[src/rtl/tdc_reader_pkg.sv]
// Shared types and constants for the TDC event reader.
package tdc_reader_pkg;

   localparam int          DEF_CHAN_W = 2;
   localparam int          DEF_TS_W   = 32;
   localparam logic [15:0] STALL_MAX  = 16'hFFFF;

   typedef enum logic [1:0] {
      SCAN    = 2'd0,
      CAPTURE = 2'd1,
      CLEAR   = 2'd2
   } reader_state_e;

   // Default record layout; the top builds its own with the configured widths.
   typedef struct packed {
      logic [DEF_CHAN_W-1:0] chan;
      logic [DEF_TS_W-1:0]   timestamp;
      logic [DEF_TS_W-1:0]   width;
   } tdc_record_t;

endpackage

[src/rtl/tdc_record_fifo.sv]
// First-word-fall-through record FIFO. Head entry is visible on dout while
// not empty; dout is forced to zero when empty so the outputs read as
// zero after reset. Push is refused when full, pop is refused when empty.
module tdc_record_fifo
   import tdc_reader_pkg::*;
#(
   parameter int  DEPTH = 4,
   parameter type rec_t = tdc_record_t
) (
   input  logic                     clk,
   input  logic                     reset,
   input  logic                     push,
   input  rec_t                     din,
   input  logic                     pop,
   output rec_t                     dout,
   output logic                     full,
   output logic                     empty,
   output logic [$clog2(DEPTH):0]   level
);

   localparam int             AW       = $clog2(DEPTH);
   localparam logic [AW:0]    FULL_LVL = (AW+1)'(DEPTH);

   rec_t          mem [DEPTH];
   logic [AW-1:0] wr_ptr;
   logic [AW-1:0] rd_ptr;
   logic [AW:0]   count;
   logic          do_push;
   logic          do_pop;

   assign full    = (count == FULL_LVL);
   assign empty   = (count == '0);
   assign do_push = push & ~full;
   assign do_pop  = pop & ~empty;
   assign level   = count;
   assign dout    = empty ? '0 : mem[rd_ptr];

   // Storage array: data only, no reset needed.
   always_ff @(posedge clk) begin
      if (do_push) mem[wr_ptr] <= din;
   end

   // Pointers and occupancy; DEPTH is a power of two so pointers wrap naturally.
   always_ff @(posedge clk or posedge reset) begin
      if (reset) begin
         wr_ptr <= '0;
         rd_ptr <= '0;
         count  <= '0;
      end else begin
         if (do_push) wr_ptr <= wr_ptr + 1'b1;
         if (do_pop)  rd_ptr <= rd_ptr + 1'b1;
         case ({do_push, do_pop})
            2'b10:   count <= count + 1'b1;
            2'b01:   count <= count - 1'b1;
            default: count <= count;
         endcase
      end
   end

endmodule

[src/rtl/tdc_event_reader.sv]
// Round-robin reader for a bank of TDC channels. Each pending event is
// captured (SCAN -> CAPTURE), acknowledged with a one-cycle clear
// (CLEAR), and queued as {chan, timestamp, width} in an FWFT FIFO.
// The CLEAR guard cycle lets the channel drop hasEvent before it can be
// examined again, so a single event is never captured twice.
module tdc_event_reader
   import tdc_reader_pkg::*;
#(
   parameter  int NUM_CHAN   = 4,
   parameter  int TS_WIDTH   = 32,
   parameter  int FIFO_DEPTH = 4,
   localparam int CHAN_W     = $clog2(NUM_CHAN)
) (
   input  logic                          clk,
   input  logic                          reset,
   input  logic                          enable,
   input  logic [NUM_CHAN-1:0]           chan_has_event,
   input  logic [NUM_CHAN*TS_WIDTH-1:0]  chan_timestamp,
   input  logic [NUM_CHAN*TS_WIDTH-1:0]  chan_tot,
   output logic [NUM_CHAN-1:0]           chan_clear,
   output logic                          out_valid,
   input  logic                          out_ready,
   output logic [CHAN_W-1:0]             out_chan,
   output logic [TS_WIDTH-1:0]           out_timestamp,
   output logic [TS_WIDTH-1:0]           out_width,
   output logic [$clog2(FIFO_DEPTH):0]   fifo_level,
   output logic [15:0]                   stall_count
);

   typedef struct packed {
      logic [CHAN_W-1:0]   chan;
      logic [TS_WIDTH-1:0] timestamp;
      logic [TS_WIDTH-1:0] width;
   } rec_t;

   // Modular pulse width; a counter wrap between edges still yields the true width.
   function automatic logic [TS_WIDTH-1:0] pulse_width(input logic [TS_WIDTH-1:0] ts,
                                                       input logic [TS_WIDTH-1:0] tot);
      return tot - ts;
   endfunction

   function automatic logic [15:0] sat_inc(input logic [15:0] v);
      return (v == STALL_MAX) ? v : v + 16'd1;
   endfunction

   function automatic logic [CHAN_W-1:0] ptr_next(input logic [CHAN_W-1:0] p);
      return (p == CHAN_W'(NUM_CHAN-1)) ? '0 : p + 1'b1;
   endfunction

   reader_state_e       state;
   reader_state_e       state_nxt;
   logic [CHAN_W-1:0]   ptr;
   logic [CHAN_W-1:0]   ptr_nxt;
   logic [NUM_CHAN-1:0] clear_nxt;
   logic [15:0]         stall_nxt;
   logic                push;
   logic                fifo_full;
   logic                fifo_empty;
   rec_t                rec_in;
   rec_t                rec_head;
   logic [TS_WIDTH-1:0] ts_arr  [NUM_CHAN];
   logic [TS_WIDTH-1:0] tot_arr [NUM_CHAN];

   // Unpack the per-channel timestamp buses.
   always_comb begin
      for (int i = 0; i < NUM_CHAN; i++) begin
         ts_arr[i]  = chan_timestamp[i*TS_WIDTH +: TS_WIDTH];
         tot_arr[i] = chan_tot[i*TS_WIDTH +: TS_WIDTH];
      end
   end

   // Record for the channel under the scan pointer.
   always_comb begin
      rec_in           = '0;
      rec_in.chan      = ptr;
      rec_in.timestamp = ts_arr[ptr];
      rec_in.width     = pulse_width(ts_arr[ptr], tot_arr[ptr]);
   end

   // Next-state, pointer, clear and stall logic.
   always_comb begin
      state_nxt = state;
      ptr_nxt   = ptr;
      clear_nxt = '0;
      stall_nxt = stall_count;
      push      = 1'b0;
      unique case (state)
         SCAN: begin
            if (enable && chan_has_event[ptr]) begin
               // Full flag is the pre-pop value; a blocked channel holds the pointer.
               if (!fifo_full) state_nxt = CAPTURE;
               else            stall_nxt = sat_inc(stall_count);
            end else begin
               ptr_nxt = ptr_next(ptr);
            end
         end
         CAPTURE: begin
            push      = 1'b1;
            clear_nxt = NUM_CHAN'(1) << ptr;
            state_nxt = CLEAR;
         end
         CLEAR: begin
            ptr_nxt   = ptr_next(ptr);
            state_nxt = SCAN;
         end
         default: state_nxt = SCAN;
      endcase
   end

   // Control registers; reset aborts any in-flight clear.
   always_ff @(posedge clk or posedge reset) begin
      if (reset) begin
         state       <= SCAN;
         ptr         <= '0;
         chan_clear  <= '0;
         stall_count <= '0;
      end else begin
         state       <= state_nxt;
         ptr         <= ptr_nxt;
         chan_clear  <= clear_nxt;
         stall_count <= stall_nxt;
      end
   end

   tdc_record_fifo #(
      .DEPTH (FIFO_DEPTH),
      .rec_t (rec_t)
   ) u_fifo (
      .clk   (clk),
      .reset (reset),
      .push  (push),
      .din   (rec_in),
      .pop   (out_valid & out_ready),
      .dout  (rec_head),
      .full  (fifo_full),
      .empty (fifo_empty),
      .level (fifo_level)
   );

   assign out_valid     = ~fifo_empty;
   assign out_chan      = rec_head.chan;
   assign out_timestamp = rec_head.timestamp;
   assign out_width     = rec_head.width;

endmodule
[config.mk]
export PLATFORM = sky130hd
export DESIGN_NAME = tdc_event_reader
export DESIGN_NICKNAME = d
export VERILOG_FILES = /design/src/rtl/tdc_reader_pkg.sv /design/src/rtl/tdc_record_fifo.sv /design/src/rtl/tdc_event_reader.sv
export SDC_FILE = /design/constraint.sdc
export NUM_CORES = 1
export LEC_CHECK = 0
export ABC_CLOCK_PERIOD_IN_PS = 12000
export CORE_ASPECT_RATIO = 1.75
export CORE_MARGIN = 1
export CORE_UTILIZATION = 65
export CTS_CLUSTER_DIAMETER = 100
export DETAILED_ROUTE_END_ITERATION = 8
export DONT_BUFFER_PORTS = 1
export HOLD_SLACK_MARGIN = 0.03
export PLACE_DENSITY = 0.81
export SYNTH_ARGS = -nofsm -noshare
export SYNTH_HDL_FRONTEND = slang
export SYNTH_SLANG_ARGS = --single-unit
[constraint.sdc]
create_clock -name clk -period 12 [get_ports clk]
set_input_delay 2.4 -clock clk [delete_from_list [all_inputs] [get_ports clk]]
set_output_delay 2.4 -clock clk [all_outputs]
set_load 0.05 [all_outputs]
==> impl_summary.md <==
Worst setup path
The setup path with the least slack is of type register to output port. STA classifies the critical path endpoint as an output port. The worst register-to-register path begins at ptr[0]$_DFFE_PP0P_.

The sort of element at the start of the critical path is a register. The worst reg-to-reg setup slack is 7.20 ns. The worst-case reg-to-reg path depth is 10.

For the worst setup path, the data arrival time is 3.07 ns. The terminus of the critical flop-to-flop path is u_fifo.mem[2][25]$_DFFE_PP_. The worst-path maximum fanout is 41.

At the worst endpoint, the required time is 9.60 ns.

Floorplan
Row generation in the floorplan step produced 72 rows. The die width is 116 um. The die covers 23,300 um^2. The region available for standard cell placement spans 22,200 um^2. The die is 201 um tall. The initial core utilization is 66.5%. The number of top-level design ports is 354.

Synth
The share of synthesized area occupied by flip-flops and latches is 59.1%. Synthesis inferred 295 register bits. In the post-synthesis netlist, the cell with the most instances is sky130_fd_sc_hd__edfxtp_1. In this run the biggest area consumer among cell types represents 53.8% of the synthesized area. Synthesis produced a netlist whose cell count is 898. Summed over all instances, the cell type with the most area after synthesis is sky130_fd_sc_hd__edfxtp_1. After synthesis, the cell types taking the most area are sky130_fd_sc_hd__edfxtp_1 54%, sky130_fd_sc_hd__mux4_2 20%, sky130_fd_sc_hd__dfrtp_1 5.3%, sky130_fd_sc_hd__ha_1 3.5%, sky130_fd_sc_hd__and2_1 3.2%. The commonest cells after synthesis are 264 x sky130_fd_sc_hd__edfxtp_1, 131 x sky130_fd_sc_hd__mux4_2, 76 x sky130_fd_sc_hd__and2_1. The number of synthesized flops with an enable pin is 264. The dominant register cell in the synthesized netlist is sky130_fd_sc_hd__edfxtp_1.

Yosys printed 0 warnings. After synthesis, the share of flip-flops with an asynchronous set or reset is 10.5%. Counting distinct cell types in the post-synthesis netlist gives 52.

The mean instance size in the synthesized netlist is 16.4 um^2. The total nets after synthesis is 1,205. The synthesized area is 14,700 um^2.

Finish
The layout has 1,397 filler cells. The area growth from synthesis to layout is 7.79%. The number of nets at the end of the flow is 1,192. The post-route netlist has 22.0% of its cells at a drive strength greater than 1.

Global routing
For this run the aggregate overflow at the end of global routing stands at 0. Entering global routing, the biggest net connects 74 pins. The number of antenna violations at the first check in global routing is 16. The first global-routing pass estimated 53,000 um of wire.

The number of global-route vias before repair is 9,062. Global routing used 31.6% of the available tracks.

Timing
The number of endpoints with negative hold slack in the final report is 0. The maximum clock skew at final layout is 0.00988 ns. Setup repair after global routing left no endpoint under its margin.

The fmax is 183 MHz. The share of the clock period used by the worst path after layout is 45.6%. After routing, the total negative slack on setup checks comes to 0 ns. The relative slew slack is 23.1%. The transition time at the pin with the least slew margin is 1.15 ns.

The post-route minimum period is 5.47 ns. Setup violations remaining at the end of the flow were counted as 0. The number of max-slew violations in the final report came to 0.

Clock tree
Buffers added to address setup during post-CTS repair amount to 0. In this run, post-CTS repair resized a total of 0 instances. Counting along the longest clock path gives a buffer depth of 3. After clock tree synthesis, the clock-pin slew on the worst setup and hold paths is 0.07 ns. In this run the number of H-tree levels came out at 1. The number of clock sinks seen by CTS is 295. The clock latency on the worst-skew pair is 0.52 ns. The master cell of the clock root buffer is sky130_fd_sc_hd__clkbuf_16.

The number of buffers created by CTS is 25. The number of hold buffers added after CTS is 0. TritonCTS built the clock tree.

Route
The routed layout has 8,438 vias. The first routing iteration left 783 violations. The number of nets still failing antenna checks after routing is 0.

Dividing the detail-routed wire length by the instance count gives 29.5 um. The average via count per standard cell is 6.94. After detailed routing, the total wire length is 35,900 um. The DRC violation count after routing is 0.

The number of iterations in the first detailed-routing pass is 5.

Placement
The count of buffers from port buffering is 0. The congestion estimate from routability-driven global placement came to 0.890. The HPWL after detailed placement is 25,200 um.

Min path
The path class of the lowest-slack min-delay path is register to register. Along the worst hold path, the cell count comes to 1. The worst hold path terminates at state[0]$_DFFE_PP0P_. The worst hold path begins at state[0]$_DFFE_PP0P_.

Run
The tool flagged a number of max-cap violations equal to 0.

Status
The flow ran to the end, and the final reports show no timing, DRC or antenna violations.
-- worst max-delay path, stage by stage, from the launching register on --
cell                      delay (ns)
sky130_fd_sc_hd__dfrtp_4        0.80
sky130_fd_sc_hd__buf_4          0.76
sky130_fd_sc_hd__mux4_2         0.63
sky130_fd_sc_hd__and2_1         0.35
-- kinds of logic (layout without fill, tap and decap cells) --
| logic type | Yosys count | count (layout) | share of synthesized area, % |
|---|---|---|---|
| other cells | 0 | 17 | 0 |
| simple gates | 186 | 186 | 7.18 |
| mux | 135 | 135 | 20.3 |
| flops | 295 | 295 | 59.1 |
| buf+inv | 95 | 100 | 2.50 |
| compound gates | 94 | 94 | 4.23 |
| xor+xnor | 50 | 50 | 2.97 |
| fa+ha+maj | 43 | 43 | 3.75 |
-- through the flow --
step	setup slack (ns)	hold slack, ns	util (%)	instances	cell area, um^2
2_1_floorplan	6.85	0.447	-	898	14700
3_3_place_gp	6.44	0.467	67.7	1154	15000
3_5_place_dp	6.32	0.472	67.7	1154	15000
4_1_cts	6.42	0.482	71.5	1199	15800
5_1_grt	6.30	0.517	71.7	1214	15900
6_report	6.53	0.484	71.7	1216	15900
-- worst max-delay path by stage --
stage                                       from                     endpoint  slack (ns)  cells past startpoint
global placement              chan_timestamp[96]  u_fifo.mem[0][30]$_DFFE_PP_        6.44                     10
CTS                 u_fifo.rd_ptr[0]$_DFFE_PP0P_                 out_width[3]        6.42                      3
global route        u_fifo.rd_ptr[0]$_DFFE_PP0P_                out_width[27]        6.30                      3
finish              u_fifo.rd_ptr[0]$_DFFE_PP0P_             out_timestamp[2]        6.53                      3
detailed placement            chan_timestamp[96]  u_fifo.mem[1][26]$_DFFE_PP_        6.32                     10
floorplan                     chan_timestamp[96]  u_fifo.mem[0][26]$_DFFE_PP_        6.85                     10
-- cells in the final DEF (no fill, tap or decap), types with 3 or more instances in the layout --
| master | count |
|---|---|
| sky130_fd_sc_hd__clkinv_2 | 7 |
| sky130_fd_sc_hd__and4_1 | 7 |
| sky130_fd_sc_hd__mux4_2 | 131 |
| sky130_fd_sc_hd__and2_1 | 76 |
| sky130_fd_sc_hd__nor2b_1 | 7 |
| sky130_fd_sc_hd__xor2_1 | 18 |
| sky130_fd_sc_hd__diode_2 | 17 |
| sky130_fd_sc_hd__clkbuf_16 | 28 |
| sky130_fd_sc_hd__nand4_1 | 8 |
| sky130_fd_sc_hd__nor2_1 | 18 |
| sky130_fd_sc_hd__and3_1 | 7 |
| sky130_fd_sc_hd__o21ai_0 | 19 |
| sky130_fd_sc_hd__a21oi_1 | 25 |
| sky130_fd_sc_hd__a21o_1 | 15 |
| sky130_fd_sc_hd__a211oi_1 | 4 |
| sky130_fd_sc_hd__and3_2 | 4 |
| sky130_fd_sc_hd__inv_1 | 47 |
| sky130_fd_sc_hd__buf_4 | 8 |
| sky130_fd_sc_hd__dfrtp_4 | 3 |
| sky130_fd_sc_hd__o21a_1 | 3 |
| sky130_fd_sc_hd__nor3_1 | 4 |
| sky130_fd_sc_hd__nand3_1 | 11 |
| sky130_fd_sc_hd__nand2_1 | 32 |
| sky130_fd_sc_hd__dfrtp_1 | 27 |
| sky130_fd_sc_hd__ha_1 | 41 |
| sky130_fd_sc_hd__a31oi_1 | 7 |
| sky130_fd_sc_hd__edfxtp_1 | 264 |
| sky130_fd_sc_hd__xnor2_1 | 32 |
-- cell type report --
type | count | area [um^2] | share of cell area (%)
antenna | 17 | 42.5 | 0.268
clock buffer | 29 | 704 | 4.43
clock inverter | 16 | 145 | 0.914
inverter | 47 | 176 | 1.11
multi-input combinational | 508 | 5670 | 35.7
sequential | 295 | 8720 | 54.9
tap | 296 | 370 | 2.33
timing repair buffer | 8 | 60.1 | 0.378
-- routing by layer --
layer	wire [um]	up-vias	track usage [%]
met1	11500	4312	34.2
met2	20400	521	57.7
met5	18	-	0
met4	1350	2	15.4
li1	-	3528	-
met3	2710	75	5.81
-- sequential cells by signal, indices dropped and copies added, names as in the netlist --
name,flops
chan_clear,4
ptr,2
stall_count,16
state,2
u_fifo.level,3
u_fifo.mem,264
u_fifo.rd_ptr,2
u_fifo.wr_ptr,2
Power is not shown: default switching activity piles up to over one toggle a cycle in this logic, so the estimate is an artifact.
==> RTL change 1: new RTL, config.mk and constraints unchanged <==
Set the parameter `FIFO_DEPTH` to 2 (it was 4).
--- a/src/rtl/tdc_event_reader.sv
+++ b/src/rtl/tdc_event_reader.sv
@@ -10,3 +10,3 @@
    parameter  int TS_WIDTH   = 32,
-   parameter  int FIFO_DEPTH = 4,
+   parameter  int FIFO_DEPTH = 2,
    localparam int CHAN_W     = $clog2(NUM_CHAN)
Ports: changed (resized fifo_level); port bits go from 354 to 353. The function was not compared with the original's and may differ.
==> RTL change 1 against the original RTL <==
Hold slack better by 23 ps. Worst setup slack better by 260 ps. Wire length is 20% lower. Maximum frequency is 4.9% higher. First-iteration DRC count is 43% lower. Via count is 22% lower. Cell area is 35% lower. Final cell count is 22% lower. Area after synthesis is 35% lower. Sequential cell count is 135 lower. Global-route usage is 5.5 points higher.
Power is not shown: default switching activity piles up to over one toggle a cycle in this logic, so the estimate is an artifact.
==> RTL change 1: results (changes against the original RTL) <==
| Metric | Value |
|---|---|
| Setup bufs post-CTS | 0 (unchanged) |
| Global placement routability congestion | 1.04 (was 0.890) |
| DR vias | 6,589 (was 8,438) |
| Met2 Track Usage GR | 0.661 (was 0.577) |
| Rel. slew slack | 0.178 (was 0.231) |
| Synth Flop Type | edfxtp_1 (unchanged) |
| Synth cell types | 50 (was 52) |
| Worst Hold Class | reg2reg (unchanged) |
| Post-synthesis sequential area ratio | 0.487 (was 0.591) |
| Fin Clk Skew | 9.89 ps (was 9.88 ps) |
| Number of antenna violations at the first check in global routing | 22 (was 16) |
| Layout cells sized above 1 | 0.163 (was 0.220) |
| List of most frequent post-synthesis cells | edfxtp_1, nor2_1, mux2i_1 (was edfxtp_1, mux4_2, and2_1) |
| First-pass DRT Iterations | 5 (unchanged) |
| Worst-skew pair later-pin latency | 420 ps (was 520 ps) |
| Worst-path fanout max | 67 (was 41) |
| Metal-1 WL | 8840 µm (was 11,500 µm) |
| GRT met1 Usage | 0.341 (was 0.342) |
| Die area | 0.0152 mm² (was 0.0233 mm²) |
| Top routing layer in use | met5 (unchanged) |
| DR iter-0 viols | 450 (was 783) |
| DR WL met3 | 2900 µm (was 2710 µm) |
| Vias in the first global route | 6,903 (was 9,062) |
| Syn Nets | 1,051 (was 1,205) |
| Max clock buf depth | 2 (was 3) |
| Final nets | 1,033 (was 1,192) |
| Largest net degree at the start of global routing | 68 (was 74) |
| Leading registers by flop count | u_fifo.mem (132), stall_count (16), chan_clear (4) (was u_fifo.mem (264), stall_count (16), chan_clear (4)) |
| Htree depth | 4 (was 1) |
| Port buffer count | 0 (unchanged) |
| Global-route wire length before repair | 39,500 µm (was 53,000 µm) |
| Top cells by area, synth | edfxtp_1, mux4_2, dfrtp_1 (unchanged) |
| Outcome | complete, no violations (unchanged) |
| Fillers | 924 (was 1,397) |
| DP Area | 0.00968 mm² (was 0.0150 mm²) |
| CP Data Arrival Time | 2820 ps (was 3070 ps) |
| DP HPWL | 22,200 µm (was 25,200 µm) |
| Total track usage | 0.371 (was 0.316) |
| R2R depth | 11 (was 10) |
| Met3 usage | 0.124 (was 0.0581) |
| Slowest stage delay, CP | 1230 ps (was 800 ps) |
| Number of enable flip-flop cells after synthesis | 132 (was 264) |
| Post-synthesis async set-or-reset flop share | 0.175 (was 0.105) |
| Final Hold Vio Count | 0 (unchanged) |
| Routed len/inst | 30.5 µm (was 29.5 µm) |
| Crit-path slowest cell | dfrtp_4 (unchanged) |
| Met2 wire len | 15,000 µm (was 20,400 µm) |
| Total clock buffers created by CTS | 17 (was 25) |
## RTL change 1: stage by stage
stage | cells | worst slack (ps) | hold WS [ps] | utilization
after floorplan | 749 | 6990 | 439 | -
after global placement | 892 | 6470 | 466 | 0.673
after detailed placement | 892 | 6460 | 493 | 0.673
after CTS | 924 | 6840 | 502 | 0.716
after global routing | 940 | 6660 | 528 | 0.719
final | 946 | 6780 | 507 | 0.720
## RTL change 1: cells by family (layout without fill, tap and decap cells)
kind of cell    after synthesis  after routing  share of synthesized area
flops                       160            160                      0.487
other cells                   0             22                          0
compound gates              108            108                     0.0728
fa+ha+maj                    38             38                     0.0504
mux                         132            132                      0.223
xor+xnor                     50             50                     0.0457
simple gates                174            174                     0.0838
buf+inv                      87             82                     0.0370
## RTL change 1: final cells by class
type                    instances  area (µm²)  share of cell area
clock buffers                  17         425              0.0411
repair buffers                  5        37.5             0.00363
multi-input cells             502        4570               0.442
inverters                      45         169              0.0163
flip-flops and latches        160        4670               0.452
clock inverters                15         193              0.0186
well taps                     180         225              0.0218
diodes                         22        55.1             0.00532
## RTL change 1: path summary, 6_finish.rpt
path / startpoint / end / slack (ps)
max in group asynchronous: reset / u_fifo.rd_ptr / 9070
worst min register to register: state[0] / state[0] / 510
worst max-delay path: u_fifo.rd_ptr / out_timestamp[11] / 6780
min in group asynchronous: reset / chan_clear[1] / 2140
worst min-delay path: state[0] / state[0] / 510
worst max register to register: ptr[0] / u_fifo.mem[0][30] / 7190
## RTL change 1: critical path: cells and delay by family, from the launching register on
family / cells / cell delay [ps]
flip-flops: 1 / 1230
AND/OR/NAND/NOR: 1 / 900
multiplexers: 1 / 220
==> RTL change 2: new RTL, config.mk and constraints unchanged <==
Without the edit above. The 3 states of `reader_state_e` get a one-hot encoding in 3 bits.
--- a/src/rtl/tdc_reader_pkg.sv
+++ b/src/rtl/tdc_reader_pkg.sv
@@ -7,6 +7,6 @@
 
-   typedef enum logic [1:0] {
-      SCAN    = 2'd0,
-      CAPTURE = 2'd1,
-      CLEAR   = 2'd2
+   typedef enum logic [2:0] {
+      SCAN    = 3'b001,
+      CAPTURE = 3'b010,
+      CLEAR   = 3'b100
    } reader_state_e;
Behaviour: no difference found for any inputs over 4 cycles, from zero or initial values and one cycle with reset high; so few cycles prove little.
==> RTL change 2 against the original RTL <==
Clock skew up 6.5 ps. First-iteration DRC count shrank 20%. Via count decreased by 0.75%. Sequential cell count up 1. Cell area about the same. Worst setup slack lost 110 ps. Wire length rose by 4.0%. Die area up 0.24%. Final cell count increased by 1.2%. Area after synthesis is 0.25% higher.
Power is not shown: default switching activity piles up to over one toggle a cycle in this logic, so the estimate is an artifact.
==> RTL change 2: results (changes against the original RTL) <==
| Metric | Value |
|---|---|
| Total track usage | 0.323 (was 0.316) |
| Synth warn | 0 (unchanged) |
| DP HPWL | 26,100 µm (was 25,200 µm) |
| Worst-Margin Slew | 1100 ps (was 1150 ps) |
| Largest net degree at the start of global routing | 67 (was 74) |
| Delay-heaviest family, CP | flip-flops (unchanged) |
| Top cells by area, synth | edfxtp_1, mux4_2, dfrtp_1 (unchanged) |
| List of most frequent post-synthesis cells | edfxtp_1, mux4_2, and2_1 (unchanged) |
| CTS root buf | clkbuf_16 (unchanged) |
| Synth cell types | 55 (was 52) |
| Reg clk slew, reported paths | 70 ps (about the same) |
| Fin Clk Skew | 16.4 ps (was 9.88 ps) |
| Total clock buffers created by CTS | 25 (unchanged) |
| Slowest stage delay, CP | 840 ps (was 800 ps) |
| Worst r2r dst | u_fifo.mem[1][26] (was u_fifo.mem[2][25]) |
| Fillers | 1,378 (was 1,397) |
| Outcome | complete, no violations (unchanged) |
| Leading registers by flop count | u_fifo.mem (264), stall_count (16), chan_clear (4) (unchanged) |
| Final WL | 37,300 µm (was 35,900 µm) |
| Port buffer count | 0 (unchanged) |
| Max clock buf depth | 3 (unchanged) |
| Crit path capture | out_timestamp[3] (was out_timestamp[2]) |
| DR vias | 8,375 (was 8,438) |
| Worst r2r src | ptr[0] (unchanged) |
| Post_cts resized | 0 (unchanged) |
| Number of antenna violations at the first check in global routing | 10 (was 16) |
| Post-synthesis async set-or-reset flop share | 0.108 (was 0.105) |
| Global-route wire length before repair | 53,300 µm (was 53,000 µm) |
| Number of enable flip-flop cells after synthesis | 264 (unchanged) |
| Worst-path fanout max | 37 (was 41) |
| Crit-path slowest cell | dfrtp_4 (unchanged) |
| Vias in the first global route | 8,943 (was 9,062) |
| Global placement routability congestion | 0.910 (was 0.890) |
| Final nets | 1,211 (was 1,192) |
| Htree depth | 1 (unchanged) |
| Worst Hold Class | reg2reg (unchanged) |
| Setup bufs post-CTS | 0 (unchanged) |
| DP Area | 0.0150 mm² (about the same) |
| R2R setup slack | 6820 ps (was 7200 ps) |
| Worst-skew pair later-pin latency | 530 ps |
| First-pass DRT Iterations | 5 (unchanged) |
| Worst Setup SP | u_fifo.rd_ptr[0] (unchanged) |
| CP Data Arrival Time | 3190 ps (was 3070 ps) |
| Post-synthesis sequential area ratio | 0.591 (about the same) |
| Layout cells sized above 1 | 0.216 (was 0.220) |
| DR iter-0 viols | 627 (was 783) |
| R2R depth | 11 (was 10) |
-- RTL change 2: cell count changes in the layout (fill, tap and decap cells not counted), moves of 4 or more --
cell | before | now
clkbuf_1 | 1 | 5
a21o_1 | 15 | 11
a21oi_1 | 25 | 34
diode_2 | 17 | 12
nor2_1 | 18 | 28
and4_1 | 7 | 0
inv_1 | 47 | 52
nor2b_1 | 7 | 2
nand3_1 | 11 | 5
nand2_1 | 32 | 41
-- RTL change 2: layout make-up --
type	count	share of cell area
Inverter	52	0.0123
Antenna cell	12	0.00189
Clock inverter	13	0.00937
Clock buffer	32	0.0423
Tap cell	296	0.0233
Timing Repair Buffer	10	0.00472
Sequential cell	296	0.550
Multi-Input combinational cell	519	0.356
-- RTL change 2: worst register-to-register path: stages, from the launching register on --
cell and delay (ps):
dfrtp_4 770, buf_4 760, mux4_2 760, ha_1 270, fa_1 400, and2b_1 230, o2111ai_1 190, a2111oi_0 450
nor3b_1 160, o41a_1 460, o21ai_1 190, xor2_1 310
-- RTL change 2: cells by family (layout without fill, tap and decap cells) --
kind of cell	Yosys count	count (layout)	share of synthesized area
DFF	296	296	0.591
and+or+nand+nor	192	192	0.0707
muxes	133	133	0.201
AOI/OAI and AO/OA	100	100	0.0436
buffers and inverters	98	107	0.0260
xor gates and xnor gates	51	51	0.0302
adders and majority gates	43	43	0.0374
other	0	12	0
-- RTL change 2: metal layers --
metal | wire [µm] | vias to the layer above | global-route usage
met4 | 1200 | 2 | 0.134
li1 | - | 3567 | -
met2 | 21600 | 521 | 0.618
met3 | 2900 | 62 | 0.0524
met1 | 11600 | 4223 | 0.337
met5 | 16 | - | 0
-- RTL change 2: worst min path at each step --
stage	slack (ps)	cells after the start	from	endpoint
2_1_floorplan	520	1	state[1]	state[1]
3_3_place_gp	540	1	state[1]	state[1]
3_5_place_dp	570	1	state[1]	state[1]
4_1_cts	580	1	state[1]	state[1]
5_1_grt	630	1	state[1]	state[1]
6_report	590	1	state[1]	state[1]
-- RTL change 2: per-stage QoR --
stage / std cells / hold slack (ps) / worst slack (ps) / utilization
after global placement: 1173 / 539 / 6290 / 0.679
after CTS: 1218 / 585 / 6310 / 0.716
after detailed placement: 1173 / 574 / 6210 / 0.679
final: 1230 / 587 / 6410 / 0.717
after global routing: 1227 / 628 / 6230 / 0.717
after floorplan: 913 / 518 / 6630 / -
